$ cat config.mk
export PLATFORM = sky130hd
export DESIGN_NAME = rs_bank_flat
export DESIGN_NICKNAME = d
export VERILOG_FILES = /design/src/rtl/rs_bank_if.sv /design/src/rtl/rs_bank.sv /design/src/flat_wrapper.sv
export SDC_FILE = /design/constraint.sdc
export NUM_CORES = 1
export LEC_CHECK = 0
export CORE_AREA = 10 10 272 196
export DETAILED_ROUTE_END_ITERATION = 10
export DIE_AREA = 0 0 282 206
export PLACE_DENSITY = 0.59
export SLEW_MARGIN = 20
export SYNTH_ARGS = -nofsm -noshare
export SYNTH_HDL_FRONTEND = slang
export SYNTH_SLANG_ARGS = --single-unit
$ cat constraint.sdc
create_clock -name clk -period 8 [get_ports clk]
set_input_delay 2 -clock clk [delete_from_list [all_inputs] [get_ports clk]]
set_output_delay 2 -clock clk [all_outputs]
set_load 0.1 [all_outputs]
$ cat src/rtl/rs_bank_if.sv
`default_nettype none
// ============================================================================
// Module      : rs_bank_if
// Description : Dispatch / CDB / issue bundle for one reservation-station
//               bank.
//               master : dispatcher + CDB + functional-unit side
//               slave  : the rs_bank itself
//               Signals:
//                 flush                   clear every entry
//                 disp_valid/disp_ready   dispatch handshake
//                 disp_op, disp_s{1,2}_*  dispatched opcode and sources
//                 disp_tag                tag given to the accepted dispatch
//                 cdb_valid/tag/val       common data bus broadcast
//                 iss_valid/iss_ready     issue handshake to the FU
//                 iss_op/a/b/tag          issued opcode, operands, tag
//                 free_count              number of FREE entries
// Revision    : 1.0 - initial release
// ============================================================================
interface rs_bank_if #(
    parameter int NUM_ENTRIES = 4,
    parameter int DATA_W      = 32,
    parameter int TAG_W       = 3,
    parameter int OPC_W       = 4
);
    localparam int c_cnt_w = $clog2(NUM_ENTRIES + 1);

    logic               flush;
    logic               disp_valid;
    logic               disp_ready;
    logic [OPC_W-1:0]   disp_op;
    logic               disp_s1_rdy;
    logic [TAG_W-1:0]   disp_s1_tag;
    logic [DATA_W-1:0]  disp_s1_val;
    logic               disp_s2_rdy;
    logic [TAG_W-1:0]   disp_s2_tag;
    logic [DATA_W-1:0]  disp_s2_val;
    logic [TAG_W-1:0]   disp_tag;
    logic               cdb_valid;
    logic [TAG_W-1:0]   cdb_tag;
    logic [DATA_W-1:0]  cdb_val;
    logic               iss_valid;
    logic               iss_ready;
    logic [OPC_W-1:0]   iss_op;
    logic [DATA_W-1:0]  iss_a;
    logic [DATA_W-1:0]  iss_b;
    logic [TAG_W-1:0]   iss_tag;
    logic [c_cnt_w-1:0] free_count;

    modport master (
        output flush, disp_valid, disp_op,
        output disp_s1_rdy, disp_s1_tag, disp_s1_val,
        output disp_s2_rdy, disp_s2_tag, disp_s2_val,
        output cdb_valid, cdb_tag, cdb_val, iss_ready,
        input  disp_ready, disp_tag, iss_valid, iss_op, iss_a, iss_b,
        input  iss_tag, free_count
    );

    modport slave (
        input  flush, disp_valid, disp_op,
        input  disp_s1_rdy, disp_s1_tag, disp_s1_val,
        input  disp_s2_rdy, disp_s2_tag, disp_s2_val,
        input  cdb_valid, cdb_tag, cdb_val, iss_ready,
        output disp_ready, disp_tag, iss_valid, iss_op, iss_a, iss_b,
        output iss_tag, free_count
    );
endinterface
`default_nettype wire

$ cat src/rtl/rs_bank.sv
`default_nettype none
// ============================================================================
// Module      : rs_bank
// Description : Reservation-station bank for one functional-unit class.
//               Allocates the lowest FREE entry per dispatch (tag =
//               BASE_TAG + index), wakes pending sources from the CDB
//               (including same-cycle dispatch bypass), issues the oldest
//               RDY entry over valid/ready, and keeps an issued entry's tag
//               reserved until the CDB broadcasts that tag.
//               Ports:
//                 clk  - clock, all state on posedge
//                 rst  - synchronous active-high reset
//                 bus  - rs_bank_if.slave (dispatch, CDB, issue, status)
// Revision    : 1.0 - initial release
// ============================================================================
module rs_bank #(
    parameter int NUM_ENTRIES = 4,
    parameter int DATA_W      = 32,
    parameter int TAG_W       = 3,
    parameter int OPC_W       = 4,
    parameter int BASE_TAG    = 0
) (
    input  logic     clk,
    input  logic     rst,
    rs_bank_if.slave bus
);
    localparam int c_cnt_w = $clog2(NUM_ENTRIES + 1);
    localparam int c_idx_w = $clog2(NUM_ENTRIES);

    localparam logic [1:0] c_st_free   = 2'd0;
    localparam logic [1:0] c_st_wait   = 2'd1;
    localparam logic [1:0] c_st_rdy    = 2'd2;
    localparam logic [1:0] c_st_issued = 2'd3;

    // Entry storage
    logic [1:0]             r_state  [NUM_ENTRIES];
    logic [OPC_W-1:0]       r_op     [NUM_ENTRIES];
    logic [NUM_ENTRIES-1:0] r_s1_rdy;
    logic [NUM_ENTRIES-1:0] r_s2_rdy;
    logic [TAG_W-1:0]       r_s1_tag [NUM_ENTRIES];
    logic [TAG_W-1:0]       r_s2_tag [NUM_ENTRIES];
    logic [DATA_W-1:0]      r_s1_val [NUM_ENTRIES];
    logic [DATA_W-1:0]      r_s2_val [NUM_ENTRIES];
    // Age is kept as pairwise order: r_older[i][j] = 1 means entry j was
    // dispatched before entry i. This is exact regardless of how many
    // dispatches occur while a long-waiting entry stays live, so there is
    // no stamp wrap-around to reason about.
    logic [NUM_ENTRIES-1:0] r_older  [NUM_ENTRIES];

    logic [1:0]             w_nxt_state  [NUM_ENTRIES];
    logic [OPC_W-1:0]       w_nxt_op     [NUM_ENTRIES];
    logic [NUM_ENTRIES-1:0] w_nxt_s1_rdy;
    logic [NUM_ENTRIES-1:0] w_nxt_s2_rdy;
    logic [TAG_W-1:0]       w_nxt_s1_tag [NUM_ENTRIES];
    logic [TAG_W-1:0]       w_nxt_s2_tag [NUM_ENTRIES];
    logic [DATA_W-1:0]      w_nxt_s1_val [NUM_ENTRIES];
    logic [DATA_W-1:0]      w_nxt_s2_val [NUM_ENTRIES];
    logic [NUM_ENTRIES-1:0] w_nxt_older  [NUM_ENTRIES];

    logic [NUM_ENTRIES-1:0] w_free_vec;
    logic [NUM_ENTRIES-1:0] w_rdy_vec;
    logic [c_cnt_w-1:0]     w_free_count;
    logic [c_idx_w-1:0]     w_disp_idx;
    logic [c_idx_w-1:0]     w_iss_idx;
    logic                   w_any_free;
    logic                   w_iss_valid;
    logic                   w_disp_fire;
    logic                   w_iss_fire;
    logic                   w_d_s1_hit;
    logic                   w_d_s2_hit;
    logic                   w_d_s1_rdy;
    logic                   w_d_s2_rdy;
    logic [DATA_W-1:0]      w_d_s1_val;
    logic [DATA_W-1:0]      w_d_s2_val;

    // ------------------------------------------------------------------
    // Status vectors, allocation and issue selection
    // ------------------------------------------------------------------
    always_comb begin : p_status
        w_free_vec   = '0;
        w_rdy_vec    = '0;
        w_free_count = '0;
        for (int i = 0; i < NUM_ENTRIES; i++) begin
            w_free_vec[i] = (r_state[i] == c_st_free);
            w_rdy_vec[i]  = (r_state[i] == c_st_rdy);
            w_free_count  = w_free_count + c_cnt_w'(w_free_vec[i]);
        end
    end

    // Lowest-index FREE entry: scan downward so the lowest hit wins.
    always_comb begin : p_alloc
        w_disp_idx = '0;
        for (int i = NUM_ENTRIES - 1; i >= 0; i--) begin
            if (w_free_vec[i]) begin
                w_disp_idx = c_idx_w'(i);
            end
        end
    end

    // Oldest RDY entry: the one with no older RDY entry. Live entries are
    // totally ordered, so at most one entry qualifies.
    always_comb begin : p_pick
        w_iss_idx = '0;
        for (int i = 0; i < NUM_ENTRIES; i++) begin
            if (w_rdy_vec[i] && ((r_older[i] & w_rdy_vec) == '0)) begin
                w_iss_idx = c_idx_w'(i);
            end
        end
    end

    assign w_any_free  = |w_free_vec;
    assign w_iss_valid = |w_rdy_vec;
    assign w_disp_fire = bus.disp_valid && w_any_free;
    assign w_iss_fire  = w_iss_valid && bus.iss_ready;

    // Same-cycle bypass: a pending source whose producer is on the CDB now
    // is captured as ready. Sources that arrive ready keep their value.
    assign w_d_s1_hit = !bus.disp_s1_rdy && bus.cdb_valid && (bus.cdb_tag == bus.disp_s1_tag);
    assign w_d_s2_hit = !bus.disp_s2_rdy && bus.cdb_valid && (bus.cdb_tag == bus.disp_s2_tag);
    assign w_d_s1_rdy = bus.disp_s1_rdy || w_d_s1_hit;
    assign w_d_s2_rdy = bus.disp_s2_rdy || w_d_s2_hit;
    assign w_d_s1_val = w_d_s1_hit ? bus.cdb_val : bus.disp_s1_val;
    assign w_d_s2_val = w_d_s2_hit ? bus.cdb_val : bus.disp_s2_val;

    // ------------------------------------------------------------------
    // Outputs
    // ------------------------------------------------------------------
    assign bus.disp_ready = w_any_free;
    assign bus.disp_tag   = TAG_W'(BASE_TAG) + TAG_W'(w_disp_idx);
    assign bus.free_count = w_free_count;
    assign bus.iss_valid  = w_iss_valid;
    assign bus.iss_op     = w_iss_valid ? r_op[w_iss_idx]     : '0;
    assign bus.iss_a      = w_iss_valid ? r_s1_val[w_iss_idx] : '0;
    assign bus.iss_b      = w_iss_valid ? r_s2_val[w_iss_idx] : '0;
    assign bus.iss_tag    = w_iss_valid ? (TAG_W'(BASE_TAG) + TAG_W'(w_iss_idx)) : '0;

    // ------------------------------------------------------------------
    // Next-state logic for every entry
    // ------------------------------------------------------------------
    always_comb begin : p_next
        w_nxt_state  = r_state;
        w_nxt_op     = r_op;
        w_nxt_s1_rdy = r_s1_rdy;
        w_nxt_s2_rdy = r_s2_rdy;
        w_nxt_s1_tag = r_s1_tag;
        w_nxt_s2_tag = r_s2_tag;
        w_nxt_s1_val = r_s1_val;
        w_nxt_s2_val = r_s2_val;
        w_nxt_older  = r_older;

        if (bus.flush) begin
            // Dispatch, issue and CDB are all discarded in a flush cycle.
            for (int i = 0; i < NUM_ENTRIES; i++) begin
                w_nxt_state[i] = c_st_free;
            end
        end else begin
            for (int i = 0; i < NUM_ENTRIES; i++) begin
                case (r_state[i])
                    c_st_wait: begin
                        if (bus.cdb_valid) begin
                            if (!r_s1_rdy[i] && (r_s1_tag[i] == bus.cdb_tag)) begin
                                w_nxt_s1_rdy[i] = 1'b1;
                                w_nxt_s1_val[i] = bus.cdb_val;
                            end
                            if (!r_s2_rdy[i] && (r_s2_tag[i] == bus.cdb_tag)) begin
                                w_nxt_s2_rdy[i] = 1'b1;
                                w_nxt_s2_val[i] = bus.cdb_val;
                            end
                            if (w_nxt_s1_rdy[i] && w_nxt_s2_rdy[i]) begin
                                w_nxt_state[i] = c_st_rdy;
                            end
                        end
                    end
                    c_st_rdy: begin
                        if (w_iss_fire && (w_iss_idx == c_idx_w'(i))) begin
                            w_nxt_state[i] = c_st_issued;
                        end
                    end
                    c_st_issued: begin
                        // The tag stays reserved until its own result is
                        // broadcast, so no other instruction can alias it.
                        if (bus.cdb_valid && (bus.cdb_tag == TAG_W'(BASE_TAG + i))) begin
                            w_nxt_state[i] = c_st_free;
                        end
                    end
                    default: ;
                endcase

                if (w_disp_fire) begin
                    if (w_disp_idx == c_idx_w'(i)) begin
                        w_nxt_state[i]  = (w_d_s1_rdy && w_d_s2_rdy) ? c_st_rdy : c_st_wait;
                        w_nxt_op[i]     = bus.disp_op;
                        w_nxt_s1_rdy[i] = w_d_s1_rdy;
                        w_nxt_s2_rdy[i] = w_d_s2_rdy;
                        w_nxt_s1_tag[i] = bus.disp_s1_tag;
                        w_nxt_s2_tag[i] = bus.disp_s2_tag;
                        w_nxt_s1_val[i] = w_d_s1_val;
                        w_nxt_s2_val[i] = w_d_s2_val;
                        // Every entry live now is older than the new one.
                        w_nxt_older[i]  = ~w_free_vec;
                    end else begin
                        w_nxt_older[i][w_disp_idx] = 1'b0;
                    end
                end
            end
        end
    end

    // ------------------------------------------------------------------
    // State registers
    // ------------------------------------------------------------------
    always_ff @(posedge clk) begin : p_regs
        if (rst) begin
            for (int i = 0; i < NUM_ENTRIES; i++) begin
                r_state[i]  <= c_st_free;
                r_op[i]     <= '0;
                r_s1_tag[i] <= '0;
                r_s2_tag[i] <= '0;
                r_s1_val[i] <= '0;
                r_s2_val[i] <= '0;
                r_older[i]  <= '0;
            end
            r_s1_rdy <= '0;
            r_s2_rdy <= '0;
        end else begin
            r_state  <= w_nxt_state;
            r_op     <= w_nxt_op;
            r_s1_rdy <= w_nxt_s1_rdy;
            r_s2_rdy <= w_nxt_s2_rdy;
            r_s1_tag <= w_nxt_s1_tag;
            r_s2_tag <= w_nxt_s2_tag;
            r_s1_val <= w_nxt_s1_val;
            r_s2_val <= w_nxt_s2_val;
            r_older  <= w_nxt_older;
        end
    end
endmodule
`default_nettype wire

$ cat src/flat_wrapper.sv
// flat-port wrapper written by rule: the top's interface ports become plain ports
module rs_bank_flat 
#(
    parameter int NUM_ENTRIES = 4,
    parameter int DATA_W      = 32,
    parameter int TAG_W       = 3,
    parameter int OPC_W       = 4,
    parameter int BASE_TAG    = 0
)
  (clk, rst, bus_flush, bus_disp_valid, bus_disp_op, bus_disp_s1_rdy, bus_disp_s1_tag, bus_disp_s1_val, bus_disp_s2_rdy, bus_disp_s2_tag, bus_disp_s2_val, bus_cdb_valid, bus_cdb_tag, bus_cdb_val, bus_iss_ready, bus_disp_ready, bus_disp_tag, bus_iss_valid, bus_iss_op, bus_iss_a, bus_iss_b, bus_iss_tag, bus_free_count);
  rs_bank_if #(.NUM_ENTRIES(NUM_ENTRIES), .DATA_W(DATA_W), .TAG_W(TAG_W), .OPC_W(OPC_W)) bus_i ();
  input  logic clk;
  input  logic rst;
  input wire logic [$bits(bus_i.flush)-1:0] bus_flush;
  input wire logic [$bits(bus_i.disp_valid)-1:0] bus_disp_valid;
  input wire logic [$bits(bus_i.disp_op)-1:0] bus_disp_op;
  input wire logic [$bits(bus_i.disp_s1_rdy)-1:0] bus_disp_s1_rdy;
  input wire logic [$bits(bus_i.disp_s1_tag)-1:0] bus_disp_s1_tag;
  input wire logic [$bits(bus_i.disp_s1_val)-1:0] bus_disp_s1_val;
  input wire logic [$bits(bus_i.disp_s2_rdy)-1:0] bus_disp_s2_rdy;
  input wire logic [$bits(bus_i.disp_s2_tag)-1:0] bus_disp_s2_tag;
  input wire logic [$bits(bus_i.disp_s2_val)-1:0] bus_disp_s2_val;
  input wire logic [$bits(bus_i.cdb_valid)-1:0] bus_cdb_valid;
  input wire logic [$bits(bus_i.cdb_tag)-1:0] bus_cdb_tag;
  input wire logic [$bits(bus_i.cdb_val)-1:0] bus_cdb_val;
  input wire logic [$bits(bus_i.iss_ready)-1:0] bus_iss_ready;
  output wire logic [$bits(bus_i.disp_ready)-1:0] bus_disp_ready;
  output wire logic [$bits(bus_i.disp_tag)-1:0] bus_disp_tag;
  output wire logic [$bits(bus_i.iss_valid)-1:0] bus_iss_valid;
  output wire logic [$bits(bus_i.iss_op)-1:0] bus_iss_op;
  output wire logic [$bits(bus_i.iss_a)-1:0] bus_iss_a;
  output wire logic [$bits(bus_i.iss_b)-1:0] bus_iss_b;
  output wire logic [$bits(bus_i.iss_tag)-1:0] bus_iss_tag;
  output wire logic [$bits(bus_i.free_count)-1:0] bus_free_count;
  assign bus_i.flush = bus_flush;
  assign bus_i.disp_valid = bus_disp_valid;
  assign bus_i.disp_op = bus_disp_op;
  assign bus_i.disp_s1_rdy = bus_disp_s1_rdy;
  assign bus_i.disp_s1_tag = bus_disp_s1_tag;
  assign bus_i.disp_s1_val = bus_disp_s1_val;
  assign bus_i.disp_s2_rdy = bus_disp_s2_rdy;
  assign bus_i.disp_s2_tag = bus_disp_s2_tag;
  assign bus_i.disp_s2_val = bus_disp_s2_val;
  assign bus_i.cdb_valid = bus_cdb_valid;
  assign bus_i.cdb_tag = bus_cdb_tag;
  assign bus_i.cdb_val = bus_cdb_val;
  assign bus_i.iss_ready = bus_iss_ready;
  assign bus_disp_ready = bus_i.disp_ready;
  assign bus_disp_tag = bus_i.disp_tag;
  assign bus_iss_valid = bus_i.iss_valid;
  assign bus_iss_op = bus_i.iss_op;
  assign bus_iss_a = bus_i.iss_a;
  assign bus_iss_b = bus_i.iss_b;
  assign bus_iss_tag = bus_i.iss_tag;
  assign bus_free_count = bus_i.free_count;
  rs_bank #(.NUM_ENTRIES(NUM_ENTRIES), .DATA_W(DATA_W), .TAG_W(TAG_W), .OPC_W(OPC_W), .BASE_TAG(BASE_TAG)) u_core (.clk(clk), .rst(rst), .bus(bus_i));
endmodule
==> impl_metrics.env <==
export IMPL_cp_slowest_stage_delay_ns=1.24
export IMPL_setup_worst_path_end_class="primary output"
export IMPL_crit_start="u_core.r_state[0]"
export IMPL_yosys_most_used_dff="dfxtp_1"
export IMPL_tightest_slew_ns=1.25
export IMPL_post_cts_resized=0
export IMPL_synth_area_um2=17100
export IMPL_r2r_cells=9
export IMPL_die_area_um2=58100
export IMPL_htreeDepth=2
export IMPL_rsz0062_at_grt="no"
export IMPL_outcome="finished clean"
export IMPL_clock_skew_ns=0.0239
export IMPL_yosysMostFrequentCell="nand2_1"
export IMPL_avgSynthCellArea_um2=8.26
export IMPL_grt_first_pass_wirelength_um=113000
export IMPL_ys_top_cells_by_area="dfxtp_1, nand2_1, o221ai_1, a22oi_1, o21ai_0"
export IMPL_p_per_area_nw_per_um2=182
export IMPL_critPathMaxFanout=47
export IMPL_dpl_hpwl_um=46800
export IMPL_fin_area_um2=20800
export IMPL_drcViolationCount=0
export IMPL_place_inst=2749
export IMPL_finalSetupViolCount=0
export IMPL_multi_input_area_um2=9880
export IMPL_cts_root_buf="clkbuf_16"
export IMPL_min_period_ns=6.87
export IMPL_seqCellArea_um2=6490
export IMPL_drive_above_1_share_pct=10.3
export IMPL_hold_viol=0
export IMPL_grt_max_degree=83
export IMPL_n_fill_cell=4696
export IMPL_critPathLaunchType="register"
export IMPL_path_cells="and3b_1, a2111oi_4, nor2b_4, buf_12, a22oi_1, o21ai_0, clkdlybuf4s50_1"
export IMPL_yosys_area_top_type="dfxtp_1"
export IMPL_numCtsBuffers=37
export IMPL_ys_ff_latch=324
export IMPL_via_per_inst=6.57
export IMPL_cts_hold_buf=0
export IMPL_pin_count=196
export IMPL_hold_path_startpoint="u_core.r_s1_val[60]"
export IMPL_cts_tree="yes"
export IMPL_drv_slew=0
export IMPL_fin_tns_setup_ns=0
export IMPL_nets=2280
export IMPL_antenna_found_initial=2
export IMPL_postRouteAntennaNets=0
export IMPL_synth_edff_count=0
export IMPL_portBuffers=193
export IMPL_vias=18500
export IMPL_firstDrtPassIters=6
export IMPL_cp_data_arrival_time_ns=4.87
export IMPL_max_cap_viol_count=0
export IMPL_synthArstFlopShare_pct=0
export IMPL_grt_pass1_vias=18000
export IMPL_leakage_nw=7.16
export IMPL_period_share_pct=85.9
export IMPL_required_ns=6.00
export IMPL_synth_common_cells="nand2_1, dfxtp_1, a22oi_1, clkbuf_1, o221ai_1"
export IMPL_fmax_mhz=145
export IMPL_r2r_end="u_core.r_s1_val[88]"
export IMPL_min_path_type="register to register"
export IMPL_synth_seq_area_share_pct=37.9
export IMPL_clk_pin_slew_ns=0.05
export IMPL_clk_latency_ns=0.55
export IMPL_synth_cell_types=70
export IMPL_initial_core_util_pct=35.4
export IMPL_relSlewSlack_pct=16.5
export IMPL_peakVddDrop_v=0.000116
export IMPL_regToRegStartpoint="u_core.r_state[5]"
export IMPL_core_area_um2=48400
export IMPL_synth_top_area_share_pct=37.9
export IMPL_die_h_um=206
export IMPL_reg2reg_setup_slack_ns=3.81
export IMPL_drt_iter0_drc=2604
export IMPL_synthCells=2075
export IMPL_finalNonFillerCells=2817
export IMPL_num_rows=68
export IMPL_post_cts_setup_buffer_count=0
export IMPL_cp_slowest_cell="clkdlybuf4s50_1"
export IMPL_place_area_um2=19600
export IMPL_routed_wl_um=75600
export IMPL_clkSinkCount=324
export IMPL_overflow=0
export IMPL_wl_per_cell_um=26.8
export IMPL_cts_buffer_depth=3
export IMPL_gp_congestion=0.868
export IMPL_criticalPathCategory="register to primary output"
export IMPL_cp_endpoint="bus_iss_a[4]"
export IMPL_yosys_warnings=0
export IMPL_syn2layout_area_growth_pct=21.2
export IMPL_grt_use_total_pct=25.0
export IMPL_die_x_um=282
logic make-up (layout without fill, tap and decap cells):
| logic type | after synthesis | count (layout) | share of synthesized area (%) |
|---|---|---|---|
| AND/OR/NAND/NOR | 565 | 565 | 14.6 |
| flip-flops | 324 | 324 | 37.9 |
| buffers and inverters | 233 | 343 | 5.64 |
| multiplexers | 65 | 65 | 4.01 |
| AO/OA/AOI/OAI | 853 | 853 | 36.0 |
| XOR/XNOR | 30 | 30 | 1.53 |
| other | 1 | 3 | 0.0219 |
| adder cells (fa/ha/maj) | 4 | 4 | 0.336 |
layer usage:
layer  share of wire, %  track usage [%]  up-vias
met2                 43             37.8     1244
met5              0.017                0        -
met4                3.2             9.30        2
met1                 42             33.6     8959
li1                   -                -     8102
met3                 12             6.59      189
how the worst min path moves through the flow:
stage	to	cells after the start
5_1_grt	u_core.r_s1_val[38]	1
3_5_place_dp	u_core.r_s1_val[38]	1
6_report	u_core.r_s1_val[60]	1
2_1_floorplan	u_core.r_s2_val[64]	1
4_1_cts	u_core.r_s1_val[38]	1
3_3_place_gp	u_core.r_s1_val[58]	1
per-stage QoR:
step | util, % | hold slack (ns) | power (mW) | setup WS, ns
floorplan | - | 0.427 | 1.93 | 2.18
global placement | 40.4 | 0.435 | 2.13 | 1.77
detailed placement | 40.4 | 0.440 | 2.13 | 1.61
CTS | 42.8 | 0.454 | 3.79 | 1.05
global route | 42.9 | 0.463 | 3.89 | 0.938
finish | 42.9 | 0.453 | 3.79 | 1.13
flip-flops by register name, indices dropped and copies added, names as in the netlist, named ones only:
name             cells
u_core.r_older       9
u_core.r_op         16
u_core.r_s1_rdy      4
u_core.r_s1_tag     12
u_core.r_s1_val    128
u_core.r_s2_rdy      4
u_core.r_s2_tag     12
u_core.r_s2_val    128
u_core.r_state       8
cell type report:
type / instances / share of cell area, %
Multi-Input combinational cell: 1519 / 47.6
Sequential cell: 324 / 31.2
Timing Repair Buffer: 238 / 11.0
Clock buffer: 57 / 5.36
Tap cell: 630 / 3.80
Inverter: 39 / 0.705
Clock inverter: 9 / 0.253
Antenna cell: 1 / 0.0121
critical path: cells and delay by family (launching register included):
family	cells	cell delay (ns)
flops	1	0.66
compound gates	3	0.94
buf+inv	2	1.59
simple gates	2	1.08
report_power, final:
group	total [mW]	leakage, nW	internal [mW]	switching, mW
clock	1.68	0.580	0.960	0.717
sequential	1.66	2.62	1.64	0.0209
combinational	0.446	3.96	0.141	0.304
placed cells by master, fill, tap and decap left out, types with 29 or more instances in the layout:
cell type          n
dfxtp_1          324
a31oi_1           29
inv_1             38
mux2i_1           36
a22oi_1          137
buf_4             42
nand2_1          349
o21ai_0          121
a211o_1           34
o22ai_1           60
o211ai_1          52
o221ai_1         123
mux2_2            29
a31o_2            56
a221o_1           35
nor2_1            63
clkdlybuf4s50_1  192
a21o_1            33
clkbuf_16         39
nand3_1           39
a21oi_1           90
Note: power is estimated with default switching activity, not from simulation.
